===== src/rtl/rr_arb4.sv =====
// rr_arb4: four-requester round-robin arbiter with a hold-time limit.
// One owner at a time. Ownership hands off with no idle cycle between owners.
// An owner is forced to release after HOLD_MAX cycles, which bounds how long
// any continuously-requesting master can be starved.
module rr_arb4 #(
  parameter int unsigned HOLD_MAX = 16
) (
  input  logic       clk,
  input  logic       rst,
  input  logic [3:0] req,
  input  logic       done,
  output logic [3:0] gnt,
  output logic [1:0] sel,
  output logic       busy,
  output logic       timeout
);

  localparam int unsigned CW = (HOLD_MAX > 2) ? $clog2(HOLD_MAX) : 1;
  localparam logic [CW-1:0] CNT_LAST = CW'(HOLD_MAX - 1);

  typedef enum logic {
    IDLE = 1'b0,
    OWN  = 1'b1
  } state_t;

  state_t        state;
  state_t        state_nxt;
  logic [1:0]    last;
  logic [1:0]    last_nxt;
  logic [CW-1:0] cnt;
  logic [CW-1:0] cnt_nxt;
  logic [3:0]    gnt_nxt;
  logic [1:0]    sel_nxt;
  logic          busy_nxt;
  logic          timeout_nxt;

  logic          owner_req_c;
  logic          hold_hit_c;
  logic          release_c;
  logic [2:0]    pick_idle_c;
  logic [2:0]    pick_rel_c;

  // Priority pick: the first set bit of r, searching upward from index s and
  // wrapping. Bit 2 of the result is the found flag and bits 1:0 are the index.
  function automatic logic [2:0] rr_pick(input logic [3:0] r, input logic [1:0] s);
    logic [7:0] dbl;
    logic [3:0] rot;
    dbl = {r, r};
    rot = dbl[s +: 4];
    if (rot[0])      rr_pick = {1'b1, s};
    else if (rot[1]) rr_pick = {1'b1, 2'(s + 2'd1)};
    else if (rot[2]) rr_pick = {1'b1, 2'(s + 2'd2)};
    else if (rot[3]) rr_pick = {1'b1, 2'(s + 2'd3)};
    else             rr_pick = 3'b000;
  endfunction

  // Release conditions and candidate picks. While in OWN, sel holds the owner.
  always_comb begin
    owner_req_c = req[sel];
    hold_hit_c  = (cnt == CNT_LAST);
    release_c   = done | ~owner_req_c | hold_hit_c;
    pick_idle_c = rr_pick(req, 2'(last + 2'd1));
    pick_rel_c  = rr_pick(req & ~(4'b0001 << sel), 2'(sel + 2'd1));
  end

  // Next-state and next-output logic.
  always_comb begin
    state_nxt   = state;
    last_nxt    = last;
    cnt_nxt     = cnt;
    sel_nxt     = sel;
    timeout_nxt = 1'b0;

    case (state)
      IDLE: begin
        if (pick_idle_c[2]) begin
          state_nxt = OWN;
          sel_nxt   = pick_idle_c[1:0];
          cnt_nxt   = '0;
        end
      end
      OWN: begin
        if (!release_c) begin
          cnt_nxt = CW'(cnt + 1'b1);
        end else begin
          last_nxt    = sel;
          timeout_nxt = hold_hit_c & ~done & owner_req_c;
          cnt_nxt     = '0;
          if (pick_rel_c[2]) begin
            sel_nxt = pick_rel_c[1:0];
          end else if (!owner_req_c) begin
            state_nxt = IDLE;
          end
        end
      end
      default: begin
        state_nxt = IDLE;
        cnt_nxt   = '0;
      end
    endcase

    busy_nxt = (state_nxt == OWN);
    gnt_nxt  = busy_nxt ? (4'b0001 << sel_nxt) : 4'b0000;
  end

  // State, bookkeeping and registered outputs. Reset gives requester 0 first priority.
  always_ff @(posedge clk) begin
    if (rst) begin
      state   <= IDLE;
      last    <= 2'd3;
      cnt     <= '0;
      gnt     <= 4'b0000;
      sel     <= 2'd0;
      busy    <= 1'b0;
      timeout <= 1'b0;
    end else begin
      state   <= state_nxt;
      last    <= last_nxt;
      cnt     <= cnt_nxt;
      gnt     <= gnt_nxt;
      sel     <= sel_nxt;
      busy    <= busy_nxt;
      timeout <= timeout_nxt;
    end
  end

endmodule


===== config.mk =====
export PLATFORM = sky130hd
export DESIGN_NAME = rr_arb4
export DESIGN_NICKNAME = d
export VERILOG_FILES = /design/src/rtl/rr_arb4.sv
export SDC_FILE = /design/constraint.sdc
export NUM_CORES = 1
export LEC_CHECK = 0
export ABC_CLOCK_PERIOD_IN_PS = 2990
export BUFFER_PORTS_ARGS = -buffer_cell sky130_fd_sc_hd__buf_2
export CAP_MARGIN = 25
export CORE_MARGIN = 8
export CORE_UTILIZATION = 35
export DETAILED_ROUTE_END_ITERATION = 10
export SYNTH_ARGS = -nofsm -noshare
export SYNTH_HDL_FRONTEND = slang
export SYNTH_SLANG_ARGS = --single-unit

===== constraint.sdc =====
create_clock -name clk -period 2.99 [get_ports clk]
set_input_delay 0.1495 -clock clk [delete_from_list [all_inputs] [get_ports clk]]
set_output_delay 0.1495 -clock clk [all_outputs]
set_load 0.1 [all_outputs]

==> results of run 1 <==
power by group:
part           leakage (nW)  internal, mW  total (mW)  switching [mW]
Sequential            0.115         0.201       0.223          0.0214
Combinational         0.289        0.0656       0.212           0.146
Clock                0.0210        0.0740       0.134          0.0596
Total                 0.425         0.341       0.568           0.227
path summary, 6_finish.rpt:
check / from / to / slack, ps / cells after the start
hold reg to reg: cnt[3]$_SDFFE_PP0P_ / cnt[3]$_SDFFE_PP0P_ / 510 / 1
setup reg to reg: sel[0]$_SDFF_PP0_ / gnt[2]$_SDFF_PP0_ / 520 / 5
setup / recovery: sel[0]$_SDFF_PP0_ / gnt[2]$_SDFF_PP0_ / 520 / 5
hold / removal: rst / cnt[2]$_SDFFE_PP0P_ / 170 / 2
state kept, by name (all words and copies together) (netlist names):
register	flops
gnt	4
state	1
last	2
sel	2
timeout	1
cnt	4
cell usage in the layout (no fill, tap or decap), types with 5 or more instances in the layout:
cell type | netlist | final
buf_2 | 0 | 14
dfxtp_1 | 14 | 13
nor2_1 | 10 | 10
a21oi_1 | 7 | 7
nand2b_1 | 6 | 6
inv_1 | 5 | 5
nand2_1 | 5 | 5
ha_1 | 5 | 5
logic make-up (layout without fill, tap and decap cells):
kind of cell               after synthesis  in the layout  synth area share (%)
DFF                                     14             14                  29.8
and+or+nand+nor                         49             49                  30.2
buffers and inverters                   13             23                  6.12
muxes                                    4              4                  5.72
adders and majority gates                5              5                  6.65
AOI/OAI and AO/OA                       28             28                  21.5
layout make-up:
class                           instances  area, um^2
Timing Repair Buffer                   14        70.1
Clock buffer                            4        36.3
Inverter                                5        18.8
Tap cell                               31        38.8
Fill cell                             289        1610
Multi-Input combinational cell         86         603
Sequential cell                        14         282
cell usage after synthesis (4+ instances only):
master	number	area share [%]
dfxtp_1	14	30
nor2_1	10	4.0
a21oi_1	7	3.7
nand2b_1	6	4.0
clkbuf_1	5	2.0
ha_1	5	6.6
inv_1	5	2.0
nand2_1	5	2.0
a22oi_1	4	3.2
nand3_1	4	2.1
nor2b_1	4	2.7
nor3_1	4	2.1
o21ai_0	4	2.1
per-stage QoR:
stage               area [um^2]  util (%)  setup slack, ps
finish                     1050      39.4              518
CTS                        1050      39.4              478
global placement           1010      38.0              570
floorplan                   942         -              118
global route               1050      39.4              256
detailed placement         1010      38.0              494
per-layer routing:
| metal | vias up | track usage (%) | wire length [um] |
|---|---|---|---|
| met5 | - | 0 | 0 |
| met4 | 0 | 2.81 | 8 |
| met3 | 2 | 4.26 | 119 |
| met2 | 11 | 16.6 | 1040 |
| met1 | 406 | 12.0 | 958 |
| li1 | 438 | - | - |
worst max-delay path: stages (launching register included):
cell	delay, ps
dfxtp_2	560
mux4_2	600
and3b_4	230
or4_1	510
a31o_1	270
nor3b_1	220
==> impl_metrics.ini, run 1 <==
[worst_setup_path]
critical_path_class = flip-flop to flip-flop
cp_max_fo = 21
endpoint_kind = flip-flop
cp.arrival_ps = 2660
worstPathRequired_ps = 3180
startpoint_type = flip-flop

[drt]
drtIter0Drc = 25
routed_wl_um = 2120
drc = 0
wl_per_cell_um = 13.8
num_vias = 857
viasPerCell = 5.56
route.antenna.remaining_nets = 0
firstDrtPassIters = 4

[yosys]
synth.distinct_cells = 40
synth_fp_nets = 125
ys.flop_type = dfxtp_1
yosysWarnings = 0
ys_async_sr_fraction_pct = 0
syn_avg_cell_area_um2 = 8.33
synth_edf_count = 0
ys_seq_area_share_pct = 29.8
netlist_area_um2 = 941
ys_seq_elements = 14
syn_inst = 113

[floorplanning]
rows = 19
start_util_pct = 35.3
die_w_um = 67.9
core-area_um2 = 2660
die_h_um = 67.9
die-area_um2 = 4600
ios = 15

[power_and_ir_drop]
leakagePower_nw = 0.425
ir_drop_uv = 331
power_density_nw_per_um2 = 542
finalPower_mw = 0.568

[grt]
grt_pass1_vias = 830
antenna_found_initial = 0
overflow = 0
grt_max_degree = 22
grt_pass1_wl_um = 3680
track_usage_pct = 10.2

[timing]
slew_viol_final = 0
max-slew-margin-rel_pct = 66.8
timing.hold.ws_ps = 167
finalCriticalPeriod_ps = 2470
tightest_slew_ps = 494
rsz0062_at_grt = no
finalHoldViolCount = 0
min_period_over_period_pct = 82.7
fmax_mhz = 405
tns_ps = 0
finalSetupViolCount = 0
clock_skew_ps = 2.82

[clock_tree]
clk_path_buf_depth = 2
clk_latency_ps = 280
cts_htree_levels = 1
cts_hold_buf = 0
root_buffer = clkbuf_4
cts_tree = yes
cts_setup_buffers = 0
ctsResizeCount = 0
path_clk_slew_ps = 80
cts_sinks = 14
cts-buffers-inserted = 3

[final_layout]
final_cells = 154
syn2layout_area_growth_pct = 11.4
n_antenna_cell = 0
nNetsFinal = 136
drive_gt1_share_pct = 19.5

[place]
io_buffers = 14
gp_congestion = 0.839
dp_cells = 150
place.detailed.hpwl_um = 1620

[hold_path]
hold_path_class = primary input to flip-flop

[flow_run]
maxCapViolations = 0

[run_status]
status = complete, no violations
Power figures use the tool's default switching activity.
==> run 2, diff against run 1 <==
--- a/config.mk
+++ b/config.mk
@@ -5,7 +5,7 @@
 export SDC_FILE = /design/constraint.sdc
 export NUM_CORES = 1
 export LEC_CHECK = 0
-export ABC_CLOCK_PERIOD_IN_PS = 2990
+export ABC_CLOCK_PERIOD_IN_PS = 2140
 export BUFFER_PORTS_ARGS = -buffer_cell sky130_fd_sc_hd__buf_2
 export CAP_MARGIN = 25
 export CORE_MARGIN = 8
==> constraint.sdc (replaced) <==
create_clock -name clk -period 2.14 [get_ports clk]
set_input_delay 0.107 -clock clk [delete_from_list [all_inputs] [get_ports clk]]
set_output_delay 0.107 -clock clk [all_outputs]
set_load 0.1 [all_outputs]
==> run 2 against run 1 <==
  * The run now ends with setup timing left
  * Count of clock-buffer cells in the layout shrank 1
  * Sequential power is 36% higher
  * Flip-flop and latch count stayed put
  * Critical path depth unchanged
  * First-iteration DRC count down 40%
  * Design area grew 17%
  * Core utilization up 6.5 points
  * Sequential share of layout area down 3.3 points
  * Global-route usage rose by 0.99 points
  * Non-clock buffer count grew 12
  * Critical path type unchanged
  * Critical endpoint is now gnt[1]$_SDFF_PP0_
==> impl_metrics.ini, run 2 (synthesis gave the netlist of run 1 again) <==
[run_status]
status = finished with violations
violations = setup timing

[final_layout]
n_antenna_cell = 0
reg.largest.list = cnt x4, gnt x4
nNetsFinal = 148
layout_common_cells = buf_2, dfxtp_1, buf_4, nor2_1, a21oi_1
fin_area_um2 = 1220
layout_commonest_cell = buf_2
syn2layout_area_growth_pct = 29.9
drive_gt1_share_pct = 34.3
final_core_util_pct = 45.9

[worst_setup_path]
endpoint_kind = flip-flop
crit_family = simple AND/OR/NAND/NOR gates
cp.arrival_ps = 2310
worstPathRequired_ps = 2290
worst_r2r_path_depth = 5
rr_endpoint = gnt[1]$_SDFF_PP0_
crit_chain = mux4_2 > and3b_4 > or4_4 > a31o_4 > nor3b_2
reg2reg_from = sel[0]$_SDFF_PP0_
startpoint_type = flip-flop
critPathLaunch = sel[0]$_SDFF_PP0_
cp_num_buf_inv = 0
r2r_slack_ps = -10
cp_slowest_cell = mux4_2
cp_max_fo = 7
critPathMaxStageDelay_ps = 530
critical_path_depth = 5
critical_path_class = flip-flop to flip-flop
crit_end = gnt[1]$_SDFF_PP0_

[clock_tree]
cts_setup_buffers = 0
root_buffer = clkbuf_4
clk_path_buf_depth = 2
cts_sinks = 14
cts_tree = yes
cts-buffers-inserted = 3
cts_htree_levels = 1
cts_hold_buf = 0
clk_latency_ps = 270
path_clk_slew_ps = 80

[grt]
grt_max_degree = 14
track_usage_pct = 11.1
grt_pass1_vias = 887
overflow = 0
antenna_found_initial = 0
grt_pass1_wl_um = 4030

[timing]
slew_viol_final = 0
tns_ps = -14.8
tightest_slew_ps = 523
worst_slack_ps = -14.8
finalHoldViolCount = 0
max-slew-margin-rel_pct = 64.8
min_period_over_period_pct = 101
fmax_mhz = 464
finalCriticalPeriod_ps = 2150
finalSetupViolCount = 1
clock_skew_ps = 6.32
rsz0062_at_grt = yes

[drt]
drtIter0Drc = 15
drc = 0
route.antenna.remaining_nets = 0
firstDrtPassIters = 4
viasPerCell = 5.40
routed_wl_um = 2400
wl_per_cell_um = 14.5
num_vias = 891

[place]
pre_cts_slack_ps = -5.29
postPlaceCellArea_um2 = 1160
io_buffers = 14
place.detailed.hpwl_um = 1870
gp_congestion = 0.835

[power_and_ir_drop]
power_density_nw_per_um2 = 686
ir_drop_uv = 753
finalPower_mw = 0.838
leakagePower_nw = 0.502

[floorplanning]
core-area_um2 = 2660
die_h_um = 67.9
die-area_um2 = 4600
start_util_pct = 35.3
rows = 19
ios = 15
die_w_um = 67.9

[flow_run]
maxCapViolations = 0

[hold_path]
hold_path_class = primary input to flip-flop
run 2: worst reg2reg max path, stage by stage, from the launching register on:
cell and delay [ps]:
dfxtp_4 410, mux4_2 530, and3b_4 210, or4_4 480
a31o_4 260, nor3b_2 150
run 2: cell type report:
cell class | instances | area (um^2)
Fill cell | 281 | 1440
Clock buffer | 3 | 22.5
Sequential cell | 14 | 288
Timing Repair Buffer | 26 | 160
Inverter | 5 | 26.3
Tap cell | 31 | 38.8
Multi-Input combinational cell | 86 | 687
run 2: through the flow:
step	hold slack, ps	cells
detailed placement	424	162
global route	151	165
floorplan	314	113
CTS	134	165
global placement	419	162
finish	142	165
run 2: report_power, final:
group	leakage, nW	total (mW)	switching, mW	internal (mW)
clock network	0.0138	0.139	0.0742	0.0650
registers	0.116	0.304	0.0223	0.282
logic	0.372	0.395	0.246	0.149
total	0.502	0.838	0.342	0.496
run 2: how the worst min path moves through the flow:
| stage | start | to | slack [ps] | cells past startpoint |
|---|---|---|---|---|
| after floorplan | done | timeout$_SDFF_PP0_ | 310 | 2 |
| after global placement | rst | sel[0]$_SDFF_PP0_ | 420 | 2 |
| after detailed placement | rst | cnt[2]$_SDFFE_PP0P_ | 420 | 2 |
| after CTS | rst | cnt[2]$_SDFFE_PP0P_ | 130 | 2 |
| after global routing | rst | sel[1]$_SDFF_PP0_ | 150 | 2 |
| final | rst | cnt[2]$_SDFFE_PP0P_ | 140 | 2 |
run 2: timing repair:
action,CTS,global route
gates cloned,0,0
gates resized for setup,0,6
pin swaps,0,0
setup endpoints to repair,1,5
run 2: per-layer routing:
layer  up-vias  track usage (%)  share of wire [%]
li1        459                -                  -
met1       417             14.4                 49
met2        13             17.2                 47
met3         2             4.26                3.7
met4         0             2.81               0.50
met5         -                0                  0
==> run 3, diff against run 2 <==
--- a/config.mk
+++ b/config.mk
@@ -11,6 +11,7 @@
 export CORE_MARGIN = 8
 export CORE_UTILIZATION = 35
 export DETAILED_ROUTE_END_ITERATION = 10
+export REMOVE_ABC_BUFFERS = 1
 export SYNTH_ARGS = -nofsm -noshare
 export SYNTH_HDL_FRONTEND = slang
 export SYNTH_SLANG_ARGS = --single-unit
==> run 3 against run 2 <==
  * The flow now finishes without violations
  * Setup slack better by 23 ps
  * First-iteration DRC count rose to 6.9 times the previous value
  * Flip-flop and latch count unchanged
  * Combinational power grew 11%
  * Hold slack worse by 19 ps
  * Register-to-register slack better by 20 ps
  * Largest cell class unchanged
==> impl_metrics.ini, run 3 (synthesis gave the netlist of run 1 again) <==
[run_status]
status = complete, no violations

[clock_tree]
cts_hold_buf = 0
root_buffer = clkbuf_4
cts_sinks = 14
clk_path_buf_depth = 2
path_clk_slew_ps = 80
cts_tree = yes
clk_latency_ps = 270
cts_htree_levels = 1
cts-buffers-inserted = 3

[grt]
grt_pass1_vias = 911
overflow = 0
track_usage_pct = 11.3
grt_max_degree = 18
antenna_found_initial = 0
grt_pass1_wl_um = 4110

[drt]
num_vias = 963
drtIter0Drc = 103
viasPerCell = 5.70
wl_per_cell_um = 15.4
route.antenna.remaining_nets = 0
routed_wl_um = 2600
drc = 0
firstDrtPassIters = 4

[worst_setup_path]
rr_endpoint = gnt[1]$_SDFF_PP0_
worstPathRequired_ps = 2300
startpoint_type = flip-flop
reg2reg_from = sel[0]$_SDFF_PP0_
endpoint_kind = flip-flop
critical_path_class = flip-flop to flip-flop
worst_r2r_path_depth = 5
r2r_slack_ps = 8
cp.arrival_ps = 2290
cp_max_fo = 5

[final_layout]
final_cells = 169
syn2layout_area_growth_pct = 39.0
nNetsFinal = 152
nFillCells = 248
final_core_util_pct = 49.1
n_antenna_cell = 0
drive_gt1_share_pct = 39.9
layout_common_cells = buf_4, buf_2, dfxtp_1, nor2_1, a21oi_1
reg.largest.list = cnt x4, gnt x4
layout_commonest_cell = buf_4

[floorplanning]
ios = 15
core-area_um2 = 2660
die-area_um2 = 4600
die_h_um = 67.9
die_w_um = 67.9
rows = 19
start_util_pct = 35.3

[timing]
finalSetupViolCount = 0
min_period_over_period_pct = 99.6
finalCriticalPeriod_ps = 2130
tightest_slew_ps = 544
max-slew-margin-rel_pct = 63.4
finalHoldViolCount = 0
worst_slack_ps = 8.22
slew_viol_final = 0
clock_skew_ps = 0.923
rsz0062_at_grt = yes
fmax_mhz = 469

[hold_path]
min_from = rst
worstHoldEndpoint = sel[1]$_SDFF_PP0_
min_path_cells = 2
hold_path_class = primary input to flip-flop

[power_and_ir_drop]
leakagePower_nw = 0.527
power_density_nw_per_um2 = 678
ir_drop_uv = 381

[place]
dp_cells = 163
io_buffers = 14
place.detailed.hpwl_um = 1810
gp_congestion = 0.925
pre_cts_slack_ps = -113

[flow_run]
maxCapViolations = 0
## run 3: cell type report
type                            count  area, um^2  share of cell area [%]
Multi-Input combinational cell     86         737                    56.4
Sequential cell                    14         288                    22.0
Timing Repair Buffer               30         203                    15.5
Tap cell                           31        38.8                    2.97
Clock buffer                        3        22.5                    1.72
Inverter                            5        18.8                    1.44
## run 3: metrics by stage
step	hold slack (ps)	setup TNS, ps	total power [mW]	cell area, um^2
2_1_floorplan	176	-8840	0.549	902
3_3_place_gp	414	-23.6	0.648	1110
3_5_place_dp	421	-407	0.653	1110
4_1_cts	125	-8.49	0.815	1160
5_1_grt	128	-110	0.938	1310
6_report	124	0	0.886	1310
## run 3: layer usage
layer,routed length [um],track usage (%)
met1,1060,12.8
met2,1430,20.2
met3,77,2.62
met4,34,4.35
met5,0,0
## run 3: worst max path at each step
stage	start	end	slack (ps)	depth (start not counted)
6_report	sel[0]$_SDFF_PP0_	gnt[1]$_SDFF_PP0_	8	5
5_1_grt	sel[0]$_SDFF_PP0_	gnt[3]$_SDFF_PP0_	-50	9
4_1_cts	sel[0]$_SDFF_PP0_	gnt[1]$_SDFF_PP0_	-8	5
3_5_place_dp	sel[0]$_SDFF_PP0_	gnt[1]$_SDFF_PP0_	-110	7
3_3_place_gp	sel[0]$_SDFF_PP0_	gnt[1]$_SDFF_PP0_	-20	5
2_1_floorplan	sel[0]$_SDFF_PP0_	gnt[1]$_SDFF_PP0_	-1010	5
## run 3: report_power, final
part	switching, mW	total [mW]	internal, mW
registers	0.0206	0.302	0.282
logic	0.264	0.439	0.175
clock network	0.0795	0.145	0.0652
total	0.364	0.886	0.522
## run 3: critical path, stage by stage (launching register included)
cell     delay, ps
dfxtp_4        390
mux4_2         510
and3b_4        220
or4_4          480
a31o_4         280
nor3b_1        130
## run 3: repair_timing
action | 4_1_cts | 5_1_grt
gates resized for setup | 5 | 25
setup buffers | 1 | 2
setup endpoints to repair | 5 | 6
pin swaps | 1 | 11
gates cloned | 0 | 0
